`src/rtl/sram2_pkg.sv`:
```
// sram2_pkg
//   Shared types for the SRAM2 block packer.
//   AES_BLK_BYTES : bytes per AES state block
//   state_t       : packer FSM state encoding
//   aes_blk_t     : one packed 128-bit AES block
package sram2_pkg;

    localparam int AES_BLK_BYTES = 16;

    typedef enum logic [2:0] {
        IDLE,
        READ,
        DRAIN,
        HOLD,
        DONE
    } state_t;

    typedef logic [8*AES_BLK_BYTES-1:0] aes_blk_t;

endpackage

```
`src/rtl/rd_valid_pipe.sv`:
```
// rd_valid_pipe
//   DEPTH-deep shift register of the SRAM2 read strobe. strobe_o is high in
//   the cycle where the data for a read issued DEPTH cycles earlier is on r_data.
//   clk_i    : system clock
//   rst_i    : asynchronous reset, active-high (flushes the pipe)
//   en_i     : read strobe as issued to SRAM2
//   strobe_o : byte-capture strobe
module rd_valid_pipe #(
    parameter int DEPTH = 1
) (
    input  logic clk_i,
    input  logic rst_i,
    input  logic en_i,
    output logic strobe_o
);

    logic [DEPTH-1:0] pipe_q;

    always_ff @(posedge clk_i or posedge rst_i) begin
        if (rst_i) begin
            pipe_q <= '0;
        end else begin
            pipe_q <= (pipe_q << 1) | DEPTH'(en_i);
        end
    end

    assign strobe_o = pipe_q[DEPTH-1];

endmodule

```
`src/rtl/sram2_block_packer.sv`:
```
// sram2_block_packer
//   Reads bytes from SRAM2 starting at s_addr_i, packs each BLK_BYTES bytes
//   into one block (lowest address in the top byte) and offers it to the AES
//   core over valid/ready. Repeats for n_blk_i blocks (saturated at 16), then
//   pulses done_o.
//   Optional build macro SRAM2_BLK_CNT_EN adds blk_cnt_o, the number of blocks
//   handed over since the last accepted start.
// Ports
//   clk_i, rst_i          : clock, asynchronous active-high reset
//   start_i               : start request, sampled only in IDLE
//   s_addr_i, n_blk_i     : first byte address and block count, latched on start
//   r_en_o, r_addr_o      : SRAM2 read strobe and address
//   r_data_i              : SRAM2 read data, RD_LAT cycles after r_en_o
//   blk_out_o, blk_valid_o, blk_ready_i : block handshake to the AES core
//   busy_o, done_o        : status
//
// state | meaning
// IDLE  | waiting for start
// READ  | issuing BLK_BYTES consecutive byte reads
// DRAIN | waiting for the last in-flight bytes to arrive
// HOLD  | block presented, waiting for blk_ready_i
// DONE  | one-cycle done pulse
module sram2_block_packer
    import sram2_pkg::*;
#(
    parameter int ADDR_BITS = 8,
    parameter int BLK_BYTES = AES_BLK_BYTES,
    parameter int RD_LAT    = 1
) (
    input  logic                   clk_i,
    input  logic                   rst_i,
    input  logic                   start_i,
    input  logic [ADDR_BITS-1:0]   s_addr_i,
    input  logic [4:0]             n_blk_i,
    output logic                   r_en_o,
    output logic [ADDR_BITS-1:0]   r_addr_o,
    input  logic [7:0]             r_data_i,
    output logic [8*BLK_BYTES-1:0] blk_out_o,
    output logic                   blk_valid_o,
    input  logic                   blk_ready_i,
    output logic                   busy_o,
`ifdef SRAM2_BLK_CNT_EN
    output logic [4:0]             blk_cnt_o,
`endif
    output logic                   done_o
);

    localparam int BLK_W = 8*BLK_BYTES;
    localparam int CNT_W = $clog2(BLK_BYTES);
    localparam logic [CNT_W-1:0] LAST_IDX = CNT_W'(BLK_BYTES-1);

    state_t                 state_q;
    logic                   r_en_q;
    logic [ADDR_BITS-1:0]   r_addr_q;
    logic [CNT_W-1:0]       iss_cnt_q;
    logic [CNT_W-1:0]       cap_cnt_q;
    logic [4:0]             rem_q;
    logic [BLK_W-1:0]       acc_q;
    logic [BLK_W-1:0]       acc_d;
    logic [BLK_W-1:0]       blk_q;
    logic                   blk_valid_q;
    logic                   busy_q;
    logic                   done_q;
    logic                   cap_stb;
    logic [4:0]             n_blk_sat;
`ifdef SRAM2_BLK_CNT_EN
    logic [4:0]             blk_cnt_q;
`endif

    rd_valid_pipe #(
        .DEPTH (RD_LAT)
    ) u_rd_valid_pipe (
        .clk_i    (clk_i),
        .rst_i    (rst_i),
        .en_i     (r_en_q),
        .strobe_o (cap_stb)
    );

    assign acc_d     = {acc_q[BLK_W-9:0], r_data_i};
    assign n_blk_sat = (n_blk_i > 5'd16) ? 5'd16 : n_blk_i;

    always_ff @(posedge clk_i or posedge rst_i) begin
        if (rst_i) begin
            state_q     <= IDLE;
            r_en_q      <= 1'b0;
            r_addr_q    <= '0;
            iss_cnt_q   <= '0;
            cap_cnt_q   <= '0;
            rem_q       <= '0;
            acc_q       <= '0;
            blk_q       <= '0;
            blk_valid_q <= 1'b0;
            busy_q      <= 1'b0;
            done_q      <= 1'b0;
`ifdef SRAM2_BLK_CNT_EN
            blk_cnt_q   <= '0;
`endif
        end else begin
            done_q <= 1'b0;
            // Bytes may still be landing in READ (RD_LAT overlap) as well as DRAIN.
            if (cap_stb) begin
                acc_q     <= acc_d;
                cap_cnt_q <= cap_cnt_q + CNT_W'(1);
            end
            case (state_q)
                IDLE: begin
                    if (start_i) begin
                        busy_q    <= 1'b1;
                        rem_q     <= n_blk_sat;
                        iss_cnt_q <= '0;
                        cap_cnt_q <= '0;
`ifdef SRAM2_BLK_CNT_EN
                        blk_cnt_q <= '0;
`endif
                        if (n_blk_sat == 5'd0) begin
                            state_q <= DONE;
                            done_q  <= 1'b1;
                        end else begin
                            state_q  <= READ;
                            r_en_q   <= 1'b1;
                            r_addr_q <= s_addr_i;
                        end
                    end
                end
                READ: begin
                    if (iss_cnt_q == LAST_IDX) begin
                        r_en_q  <= 1'b0;
                        state_q <= DRAIN;
                    end else begin
                        iss_cnt_q <= iss_cnt_q + CNT_W'(1);
                        r_addr_q  <= r_addr_q + ADDR_BITS'(1);
                    end
                end
                DRAIN: begin
                    // The final byte goes straight into blk_q along with the rest.
                    if (cap_stb && (cap_cnt_q == LAST_IDX)) begin
                        blk_q       <= acc_d;
                        blk_valid_q <= 1'b1;
                        cap_cnt_q   <= '0;
                        state_q     <= HOLD;
                    end
                end
                HOLD: begin
                    if (blk_ready_i) begin
                        blk_valid_q <= 1'b0;
                        rem_q       <= rem_q - 5'd1;
`ifdef SRAM2_BLK_CNT_EN
                        blk_cnt_q   <= blk_cnt_q + 5'd1;
`endif
                        if (rem_q != 5'd1) begin
                            state_q   <= READ;
                            r_en_q    <= 1'b1;
                            r_addr_q  <= r_addr_q + ADDR_BITS'(1);
                            iss_cnt_q <= '0;
                        end else begin
                            state_q <= DONE;
                            done_q  <= 1'b1;
                        end
                    end
                end
                DONE: begin
                    state_q <= IDLE;
                    busy_q  <= 1'b0;
                end
                default: begin
                    state_q <= IDLE;
                end
            endcase
        end
    end

    assign r_en_o      = r_en_q;
    assign r_addr_o    = r_addr_q;
    assign blk_out_o   = blk_q;
    assign blk_valid_o = blk_valid_q;
    assign busy_o      = busy_q;
    assign done_o      = done_q;
`ifdef SRAM2_BLK_CNT_EN
    assign blk_cnt_o   = blk_cnt_q;
`endif

endmodule

```
`config.mk`:
```
export PLATFORM = sky130hd
export DESIGN_NAME = sram2_block_packer
export DESIGN_NICKNAME = d
export VERILOG_FILES = /design/src/rtl/sram2_pkg.sv /design/src/rtl/rd_valid_pipe.sv /design/src/rtl/sram2_block_packer.sv
export SDC_FILE = /design/constraint.sdc
export NUM_CORES = 1
export LEC_CHECK = 0
export CORE_MARGIN = 5
export CORE_UTILIZATION = 45
export CTS_CLUSTER_SIZE = 28
export DETAILED_ROUTE_END_ITERATION = 12
export GPL_TIMING_DRIVEN = 0
export PLACE_DENSITY = 0.68
export RECOVER_POWER = 50
export SLEW_MARGIN = 20
export SYNTH_ARGS = -nofsm -noshare
export SYNTH_HDL_FRONTEND = slang
export SYNTH_SLANG_ARGS = --single-unit
```
`constraint.sdc`:
```
create_clock -name clk_i -period 15.5 [get_ports clk_i]
set_clock_uncertainty 0.2 [all_clocks]
set_input_delay 4.65 -clock clk_i [delete_from_list [all_inputs] [get_ports clk_i]]
set_output_delay 4.65 -clock clk_i [all_outputs]
set_load 0.01 [all_outputs]
```
* Yosys cells after proc, flatten, opt, wreduce, memory -nomap -nowiden
Cells that the tools add are included.
** Cells by class
- Reductions and logical operators :: 15
- $add $sub $neg :: 4
- Eq/ne operators :: 14
- Mux-type cells :: 42
- $lt $le $gt $ge :: 1
** Operators by type and width (count)
- $mux 8 :: 5
- $mux 4 :: 7
- $pmux 8 s3 :: 1
- $mux 3 :: 6
- $mux 5 :: 3
- $ne 2x2->1 const B :: 7
- $mux 1 :: 12
- $pmux 3 s4 :: 1
- $pmux 4 s3 :: 1
- $reduce_and 6->1 :: 2
- $pmux 5 s2 :: 1
- $add 4x1->4 const B :: 2
- $add 8x1->8 const B :: 1
- $eq 4x4->1 const B :: 2
- $pmux 4 s2 :: 1
- $eq 3x2->1 const B :: 2
- $pmux 1 s2 :: 3
- $reduce_and 3->1 :: 2
- $reduce_bool 2->1 :: 3
- $gt 5x5->1 const B :: 1
- $logic_not 5->1 :: 1
- $ne 5x1->1 const B :: 1
- $reduce_and 5->1 :: 1
- $sub 5x1->5 const B :: 1
- 8 further kinds :: 9
** Word-level totals
- Register bits :: 277

* Longest topological paths before layout
Gate-level depths: netlist of the first run.
- Depth after elaboration :: 6
- Gate-level depth with buffers :: 7
- Depth with buffers taken out :: 6

* By module
A second synthesis of the first run with hierarchy kept.
** Second synthesis, totals
- Cell total of the unflattened synthesis :: 717
- Area total of the unflattened synthesis :: 10885.4 µm²
** Modules (own cells, without submodules)
- sram2_block_packer :: area each 10856.7 µm², instances 1, cells an instance 715
- rd_valid_pipe :: area each 28.8 µm², instances 1, cells an instance 2

* Worst setup path after synthesis of the first run
OpenSTA, ideal clock, no wires.
- Path kind :: input-to-reg
- From :: in blk_ready_i
- To :: reg r_addr_q[1] (netlist: r_addr_o[1])
- Library setup time :: 0.144 ns
- Path slack :: 9.499 ns
- Stages on the path :: 5
- Arrival time :: 5.658 ns
- Cells stage by stage :: clkbuf_1 > nand3b_1 > o32a_1 > nor3_2 > a31oi_1
** Between the ends
- Word-level cells in the longest chain between the ends :: 2
** Ends and longest elaborated chain
- start, declared :: RTL line sram2_block_packer.sv:40 : input logic blk_ready_i,
- $ne 2x2->1 (no source line)
- $reduce_and 6->1 (no source line)
- end signal, assigned :: RTL line sram2_block_packer.sv:121 : r_addr_q <= s_addr_i;
- end signal, assigned :: RTL line sram2_block_packer.sv:131 : r_addr_q <= r_addr_q + ADDR_BITS'(1);
- end signal, assigned :: RTL line sram2_block_packer.sv:153 : r_addr_q <= r_addr_q + ADDR_BITS'(1);
- end, declared :: RTL line sram2_block_packer.sv:54 : logic [ADDR_BITS-1:0] r_addr_q;
Every way passes these cells.
A chain may end at the register's enable or synchronous reset.

==> qor.csv, run 1 <==
stage,metric,value,unit
synthesis,synth_seq_cells,277,
power,power_density,124.4,mW/mm²
timing,fin_crit,7.070,ns
power,power,1737,µW
global_route,grt_pass1_wl,36960,µm
floorplan,start_util,0.4525,
synthesis,syn_inst,707,
global_route,antenna_found_initial,0,
worst_setup_path,max_stage_delay,1.58,ns
worst_setup_path,critPathLaunchType,primary input,
power,seq_power_share,0.469,
synthesis,yosysWarnings,0,
final_layout,synthToLayoutAreaGrowth,27.95,%
worst_setup_path,path_class,primary input to async pin,
floorplan,die_x,165.7,µm
timing,setup_viol,0,
power,vdd_drop_max,0.00009395,V
run_status,status,"finished, violations left",
worst_setup_path,cp_max_fo,69,
floorplan,coreArea,0.02411,mm²
floorplan,fp.dieArea,0.02745,mm²
timing,slew_violations,58,
run,cap_viol_max_count,1,
synthesis,syn_nets,737,
worst_setup_path,cp-end-kind,async pin,
final_layout,seq_area,0.006932,mm²
global_route,gr-usage-all-layers,0.1596,
cts,h-tree-depth,1,
final_layout,drive_above_1_share,0.2216,
power,p_sw,420.8,µW
min_path,hp-class,register to register,
global_route,first_global_vias,6769,
final_layout,nFillCells,1999,
timing,worst_slew_pin_slew,2.777,ns
routing,drt_iter0_drc,323,
worst_setup_path,cp.arrival,7.56,ns
routing,vias,6392,
cts,ctsLongestPathBuffers,3,
floorplan,rows,57,
worst_setup_path,cpMaxStageDelayCell,clkinvlp_2,
worst_setup_path,crit_required,15.99,ns
timing,fin_crit_sh,0.4561,
power,leakage,0.006397,µW
timing,max_freq,141.4,MHz
placed_design,place.detailed.hpwl,15570,µm
cts,clk_pin_slew,0.06,ns
global_route,grt_max_degree,89,
cts,cts_num_sinks,277,
synthesis,synth.distinct_cells,50,
cts,postCtsSetupBuffers,0,
final_layout,multi_input_area,0.003707,mm²
global_route,gr-total-overflow,0,
floorplan,io_pins,165,
synthesis,syn_area,0.01091,mm²
power,netSwitchingFraction,0.2423,
power,p_comb_frac,0.111,
timing,rsz0062_at_grt,no,
synthesis,syn_area_per_cell,15.43,µm²
cts,ctsResizeCount,0,
synthesis,synth-edff-count,0,
cts,clk_latency,0.53,ns
final_layout,num_antenna_cells,0,
cts,hold_buffers,0,
power,power_frac_clock,0.421,
worst_setup_path,r2r_slack,12.43,ns
routing,route.detailed.drc,0,
synthesis,yosysSeqAreaShare,0.6355,
routing,drt_wl_total,21980,µm
final_layout,nets,933,
routing,postRouteAntennaNets,0,
synthesis,ys.flop_type,dfrtp_1,
cts,tritoncts,built,
worst_setup_path,crit_top_cell,buf_16,
run_status,violations,"capacitance limit, slew limit",
routing,first_pass_iters,4,
placed_design,io_buffers,163,
routing,viasPerCell,5.118,
worst_setup_path,crit_chain,"dlygate4sd3_1, clkinvlp_2, buf_16, buf_16",
floorplan,die_y,165.7,µm
power,p_int,1316,µW
cts,clk_root_buffer_cell,clkbuf_16,
cts,cts-buffers-inserted,28,
placed_design,gp_congestion,0.7973,
routing,wire_per_inst,17.60,µm
timing,finalHoldViolCount,0,
synthesis,async_reset_ff_frac,1.000,
timing,max-slew-margin-rel,-0.8616,
timing,totalNegativeSetupSlack,0,ns
registers in the layout, indices dropped and copies added, names as in the netlist, 3 cells and up:
| signal | flops |
|---|---|
| acc_q | 120 |
| iss_cnt_q | 4 |
| r_addr_o | 8 |
| blk_out_o | 128 |
| state_q | 3 |
| rem_q | 5 |
| cap_cnt_q | 4 |
cells by family after synthesis:
group | after synthesis | synth area share
multiplexers | 250 | 0.2580
XOR/XNOR | 5 | 0.004016
adder cells (fa/ha/maj) | 5 | 0.005736
flip-flops | 277 | 0.6355
buffers and inverters | 42 | 0.02409
AO/OA/AOI/OAI | 60 | 0.03878
AND/OR/NAND/NOR | 68 | 0.03384
synth_stat cells, drive strengths merged, types with 3 or more instances:
| cell | n | area share |
|---|---|---|
| nor4 | 4 | 0.0023 |
| nand2 | 16 | 0.0055 |
| mux2 | 249 | 0.26 |
| o21ai | 11 | 0.0050 |
| inv | 7 | 0.0024 |
| buf | 25 | 0.018 |
| a21oi | 13 | 0.0063 |
| a21o | 3 | 0.0021 |
| a22o | 5 | 0.0040 |
| ha | 5 | 0.0057 |
| nand3 | 9 | 0.0041 |
| a31oi | 5 | 0.0029 |
| clkbuf | 10 | 0.0034 |
| xor2 | 3 | 0.0024 |
| dfrtp | 277 | 0.64 |
| nor2 | 17 | 0.0059 |
| nor3 | 6 | 0.0041 |
| nand4 | 3 | 0.0017 |
| a41oi | 4 | 0.0032 |
| a2bb2oi | 3 | 0.0024 |
power groups by stage:
stage / Clock [µW] / Combinational, µW / Sequential (µW)
5_1_grt: 785 / 215 / 820
4_1_cts: 751 / 194 / 814
3_3_place_gp: 0 / 186 / 826
2_1_floorplan: 0 / 124 / 819
3_5_place_dp: 0 / 194 / 826
6_report: 731 / 192 / 814
worst paths after layout:
| path | start | end | depth (start not counted) |
|---|---|---|---|
| setup / recovery | rst_i | blk_out_o[87] | 4 |
| hold / removal | r_en_o | u_rd_valid_pipe.strobe_o | 0 |
| setup reg to reg | u_rd_valid_pipe.strobe_o | blk_out_o[5] | 6 |
| hold reg to reg | r_en_o | u_rd_valid_pipe.strobe_o | 0 |
| max in group clk_i | r_addr_o[3] | r_addr_o[3] | 1 |
| min in group asynchronous | rst_i | blk_out_o[122] | 2 |
cell usage in the layout, fill, tap and decap left out, types with 12 or more instances in the layout:
master             n
dfrtp_1          277
clkdlybuf4s50_1  153
mux2_2           140
mux2_1           109
clkbuf_1          32
clkbuf_16         29
nor2_1            17
nand2_1           16
a21oi_1           12
through the flow:
step / setup slack [ns] / util / area [µm²] / hold WS [ns] / std cells
2_1_floorplan: 3.013 / - / 10910 / 0.2345 / 707
3_3_place_gp: -0.5651 / 0.5370 / 12940 / 0.1864 / 1194
3_5_place_dp: 8.828 / 0.5407 / 13030 / 0.1895 / 1197
4_1_cts: 9.032 / 0.5834 / 14060 / 0.2044 / 1249
5_1_grt: 7.992 / 0.5789 / 13950 / 0.2328 / 1249
6_report: 8.430 / 0.5789 / 13950 / 0.2007 / 1249
area by class of cell:
cell class | count | share of cell area
well taps | 324 | 0.02905
repair buffers | 166 | 0.1228
clock buffers | 42 | 0.06267
clock inverters | 10 | 0.01112
plain buffers | 35 | 0.009952
inverters | 7 | 0.001973
multi-input cells | 388 | 0.2657
flip-flops and latches | 277 | 0.4967
critical path, delay by kind of cell:
family	cells	cell delay (ns)
buffers and inverters	4	2.85
per-layer routing:
layer  vias to the layer above  routed length (µm)  global-route usage
met1                      3257                9764              0.2158
li1                       2963                   -                   -
met4                         0                 313             0.02834
met5                         -                   0                   0
met3                        24                1681             0.05434
met2                       148               10220              0.2562
(Power assumes the default switching activity.)
==> inputs of run 2 (changes only) <==
==> constraint.sdc (replaced) <==
create_clock -name clk_i -period 6.8 [get_ports clk_i]
set_clock_uncertainty 0.2 [all_clocks]
set_input_delay 2.04 -clock clk_i [delete_from_list [all_inputs] [get_ports clk_i]]
set_output_delay 2.04 -clock clk_i [all_outputs]
set_load 0.01 [all_outputs]
==> qor.csv, run 2 (synthesis results as in run 1) <==
stage,metric,value,unit
final_layout,utilization,0.5756,
timing,fin_crit,4.528,ns
routing,vias,6428,
cts,clk_pin_slew,0.06,ns
timing,worst_slew_pin_slew,1.783,ns
worst_setup_path,critPathLaunchType,primary input,
cts,clk_root_buffer_cell,clkbuf_16,
floorplan,fp.dieArea,0.02745,mm²
global_route,grt_max_degree,34,
floorplan,start_util,0.4525,
floorplan,die_y,165.7,µm
cts,ctsLongestPathBuffers,3,
worst_setup_path,crit_required,7.33,ns
worst_setup_path,path_class,primary input to async pin,
final_layout,final_common_cell,dfrtp_1,
placed_design,io_buffers,163,
placed_design,gp_congestion,0.8155,
timing,finalHoldViolCount,0,
run,cap_viol_max_count,2,
routing,wire_per_inst,17.73,µm
worst_setup_path,cp-end-kind,async pin,
cts,tritoncts,built,
final_layout,largest_reg_flops,128,
global_route,gr-usage-all-layers,0.1614,
timing,setup_viol,0,
cts,cts_num_sinks,277,
cts,cts-buffers-inserted,29,
cts,h-tree-depth,1,
worst_setup_path,cp.arrival,5.06,ns
routing,viasPerCell,5.134,
min_path,hp-class,register to register,
final_layout,num_antenna_cells,0,
cts,ctsResizeCount,0,
floorplan,coreArea,0.02411,mm²
routing,first_pass_iters,4,
global_route,first_global_vias,6821,
routing,drt_wl_total,22200,µm
placed_design,place.detailed.hpwl,16160,µm
timing,slew_violations,60,
global_route,gr-total-overflow,0,
power,vdd_drop_max,0.0002017,V
final_layout,layout_common_cells,"dfrtp_1 (277), clkdlybuf4s50_1 (154), mux2_2 (140)",
cts,hold_buffers,0,
run_status,status,"finished, violations left",
power,leakage,0.006357,µW
timing,max_freq,220.8,MHz
floorplan,io_pins,165,
routing,route.detailed.drc,0,
timing,rsz0062_at_grt,no,
routing,drt_iter0_drc,272,
power,power_density,273.1,mW/mm²
timing,max-slew-margin-rel,-0.1886,
run_status,violations,"capacitance limit, slew limit",
cts,postCtsSetupBuffers,0,
global_route,antenna_found_initial,0,
final_layout,nets,940,
timing,fin_crit_sh,0.6659,
cts,clk_latency,0.54,ns
floorplan,rows,57,
global_route,grt_pass1_wl,37490,µm
timing,fin_hold_ws,0.1979,ns
floorplan,die_x,165.7,µm
final_layout,drive_above_1_share,0.2177,
routing,postRouteAntennaNets,0,
final_layout,synthToLayoutAreaGrowth,27.21,%
worst_setup_path,cp_max_fo,32,
==> run 2: changes by cell type in the layout (fill, tap and decap cells not counted), moves of 2 or more <==
cell	previous run	this run
buf_12	0	6
buf_16	3	0
bufinv_16	4	1
clkbuf_1	32	38
clkbuf_8	10	5
clkinv_4	0	2
==> run 2: metrics by stage <==
stage | std cells | power, µW | area (µm²) | worst slack (ns) | TNS [ns]
after floorplan | 707 | 2151 | 10910 | 0.8946 | 0
after global placement | 1194 | 2308 | 12950 | -1.160 | -317.52
after detailed placement | 1203 | 2332 | 13130 | 2.747 | 0
after CTS | 1252 | 3845 | 14030 | 2.958 | 0
after global routing | 1252 | 3980 | 13870 | 1.785 | 0
final | 1252 | 3789 | 13870 | 2.272 | 0
==> run 2: layout make-up <==
type	count	area [µm²]
clock buffers	40	817.0
repair buffers	172	1763
inverters	7	27.53
well taps	324	405.4
plain buffers	35	138.9
clock inverters	9	83.83
fillers	2031	10230
flip-flops and latches	277	6932
multi-input cells	388	3707
==> run 2: metal layers <==
metal	share of wire	global-route usage
met2	0.46	0.2557
met5	0	0
met3	0.062	0.04409
met1	0.46	0.2253
met4	0.020	0.03659
==> run 2: path summary, 6_finish.rpt <==
| check | startpoint | endpoint | slack, ns | cells after the start |
|---|---|---|---|---|
| setup / recovery | rst_i | blk_out_o[8] | 2.27 | 5 |
| hold / removal | r_en_o | u_rd_valid_pipe.strobe_o | 0.20 | 0 |
| setup reg to reg | u_rd_valid_pipe.strobe_o | blk_out_o[0] | 3.73 | 6 |
| hold reg to reg | r_en_o | u_rd_valid_pipe.strobe_o | 0.20 | 0 |
| max in group clk_i | r_addr_o[3] | r_addr_o[3] | 2.97 | 1 |
| min in group asynchronous | rst_i | blk_out_o[71] | 1.91 | 2 |
==> run 2: power breakdown <==
group          switching, µW  internal, µW  total [µW]  leakage [µW]
Clock                    621           872        1490      0.000443
Sequential               104          1750        1860       0.00352
Combinational            226           215         441       0.00240
Total                    952          2840        3790       0.00636
==> run 2: critical path: stages <==
cell and delay, ns:
dlygate4sd3_1 0.55, clkinvlp_2 0.55, clkbuf_1 1.35, buf_12 0.31
buf_12 0.22
==> inputs of run 3 (changes only) <==
--- a/config.mk
+++ b/config.mk
@@ -10,7 +10,7 @@
 export CTS_CLUSTER_SIZE = 28
 export DETAILED_ROUTE_END_ITERATION = 12
 export GPL_TIMING_DRIVEN = 0
-export PLACE_DENSITY = 0.68
+export PLACE_DENSITY = 0.71
 export RECOVER_POWER = 50
 export SLEW_MARGIN = 20
 export SYNTH_ARGS = -nofsm -noshare
==> constraint.sdc (replaced) <==
create_clock -name clk_i -period 4 [get_ports clk_i]
set_clock_uncertainty 0.2 [all_clocks]
set_input_delay 1.2 -clock clk_i [delete_from_list [all_inputs] [get_ports clk_i]]
set_output_delay 1.2 -clock clk_i [all_outputs]
set_load 0.01 [all_outputs]
==> qor.csv, run 3 (synthesis results as in run 1) <==
stage,metric,value,unit
run_status,status,finished clean,
cts,clk_pin_slew,0.06,ns
placed_design,dp.cells,1203,
routing,route.detailed.drc,0,
cts,ctsLongestPathBuffers,3,
timing,fin_hold_ws,0.1961,ns
floorplan,io_pins,165,
worst_setup_path,critPathLaunchType,primary input,
final_layout,instances_no_fill,1251,
cts,clk_latency,0.54,ns
min_path,hold_path_startpoint,r_en_o,
final_layout,layout_common_cells,"dfrtp_1 (277), clkdlybuf4s50_1 (160), mux2_2 (140)",
timing,fin_crit_sh,0.7867,
global_route,gr-total-overflow,0,
timing,worst_slew_pin_slew,0.9209,ns
final_layout,nFillCells,1977,
floorplan,fp.dieArea,0.02745,mm²
final_layout,synthToLayoutAreaGrowth,28.30,%
routing,met2WireLength,10440,µm
timing,max_freq,317.8,MHz
routing,postRouteAntennaNets,0,
timing,setup_viol,0,
worst_setup_path,crit_required,4.35,ns
placed_design,gp_congestion,0.8135,
worst_setup_path,reg2reg_from,u_rd_valid_pipe.strobe_o,
floorplan,rows,57,
routing,wl_met1,9951,µm
global_route,grt_pass1_wl,37930,µm
final_layout,nets,939,
placed_design,io_buffers,163,
min_path,hp-class,register to register,
global_route,antenna_found_initial,0,
worst_setup_path,cp_max_fo,33,
cts,h-tree-depth,1,
final_layout,drive_above_1_share,0.2395,
routing,vias,6372,
floorplan,die_y,165.7,µm
placed_design,place.detailed.hpwl,16030,µm
timing,slew_violations,0,
routing,dr_wl_met3,1277,µm
final_layout,largest_reg_flops,128,
routing,first_pass_iters,4,
final_layout,num_antenna_cells,0,
power,leakage,0.006445,µW
floorplan,start_util,0.4525,
cts,clk_root_buffer_cell,clkbuf_16,
routing,drt_iter0_drc,294,
timing,rsz0062_at_grt,no,
cts,ctsResizeCount,0,
global_route,grt_max_degree,35,
cts,hold_buffers,0,
floorplan,coreArea,0.02411,mm²
cts,tritoncts,built,
routing,drt_wl_total,22100,µm
worst_setup_path,cp-end-kind,async pin,
worst_setup_path,cp.arrival,3.50,ns
routing,wire_per_inst,17.67,µm
cts,postCtsSetupBuffers,0,
global_route,first_global_vias,6892,
floorplan,die_x,165.7,µm
final_layout,final_common_cell,dfrtp_1,
power,vdd_drop_max,0.0003574,V
worst_setup_path,path_class,primary input to async pin,
global_route,gr-usage-all-layers,0.1636,
run,cap_viol_max_count,0,
worst_setup_path,cp-startpoint,rst_i,
power,power_density,466.7,mW/mm²
cts,cts-buffers-inserted,28,
cts,cts_num_sinks,277,
routing,viasPerCell,5.094,
timing,finalHoldViolCount,0,
timing,fin_crit,3.147,ns
timing,max-slew-margin-rel,0.3827,
routing,highest_layer,met4,
run 3: changes by cell type in the layout (fill, tap and decap cells not counted), sizes merged:
cell	previous run	this run
clkbuf	72	55
clkinv	6	8
clkdlybuf4s50	154	160
dlygate4sd3	9	3
bufinv	1	3
buf	12	26
clkinvlp	2	1
inv	7	6
run 3: where the power goes:
part | internal (µW) | switching (µW) | total [µW]
combinational | 364 | 382 | 746
sequential | 2980 | 179 | 3150
clock | 1580 | 1050 | 2630
total | 4920 | 1610 | 6530
run 3: metrics by stage:
| step | instance area, µm² | util | setup WS, ns | setup TNS (ns) | total power (µW) |
|---|---|---|---|---|---|
| 5_1_grt | 13990 | 0.5805 | 0.4961 | 0 | 6867 |
| 4_1_cts | 14070 | 0.5839 | 0.9938 | 0 | 6633 |
| 2_1_floorplan | 10910 | - | -1.065 | -295.10 | 3656 |
| 3_3_place_gp | 12950 | 0.5371 | -3.066 | -843.16 | 3919 |
| 6_report | 13990 | 0.5805 | 0.8531 | 0 | 6530 |
| 3_5_place_dp | 13140 | 0.5449 | 0.7851 | 0 | 3961 |
run 3: critical path, cell delays in order:
cell	delay, ns
dlygate4sd3_1	0.55
clkinvlp_2	0.57
buf_12	0.28
buf_12	0.21
clkbuf_2	0.66
run 3: final cells by class:
class                   instances  area, µm²  share of cell area
clock buffers                  37      794.5             0.05678
inverters                       7      27.53            0.001967
multi-input cells             388       3707              0.2649
flip-flops and latches        277       6932              0.4954
clock inverters                11      145.1             0.01037
well taps                     324      405.4             0.02897
plain buffers                  35      222.7             0.01592
repair buffers                172       1759              0.1257
run 3: path summary, 6_finish.rpt:
kind	endpoint	slack [ns]	cells after the start
max	blk_out_o[14]	0.85	5
min in group asynchronous	acc_q[62]	1.07	2
min	u_rd_valid_pipe.strobe_o	0.20	0
max reg2reg	blk_out_o[35]	0.98	6
max in group clk_i	blk_out_o[35]	0.98	6
min reg2reg	u_rd_valid_pipe.strobe_o	0.20	0
run 3: per-layer routing:
layer  global-route usage  vias to the layer above
li1                     -                     2965
met1               0.2233                     3234
met2               0.2656                      143
met3              0.04361                       30
met4              0.03659                        0
met5                    0                        -
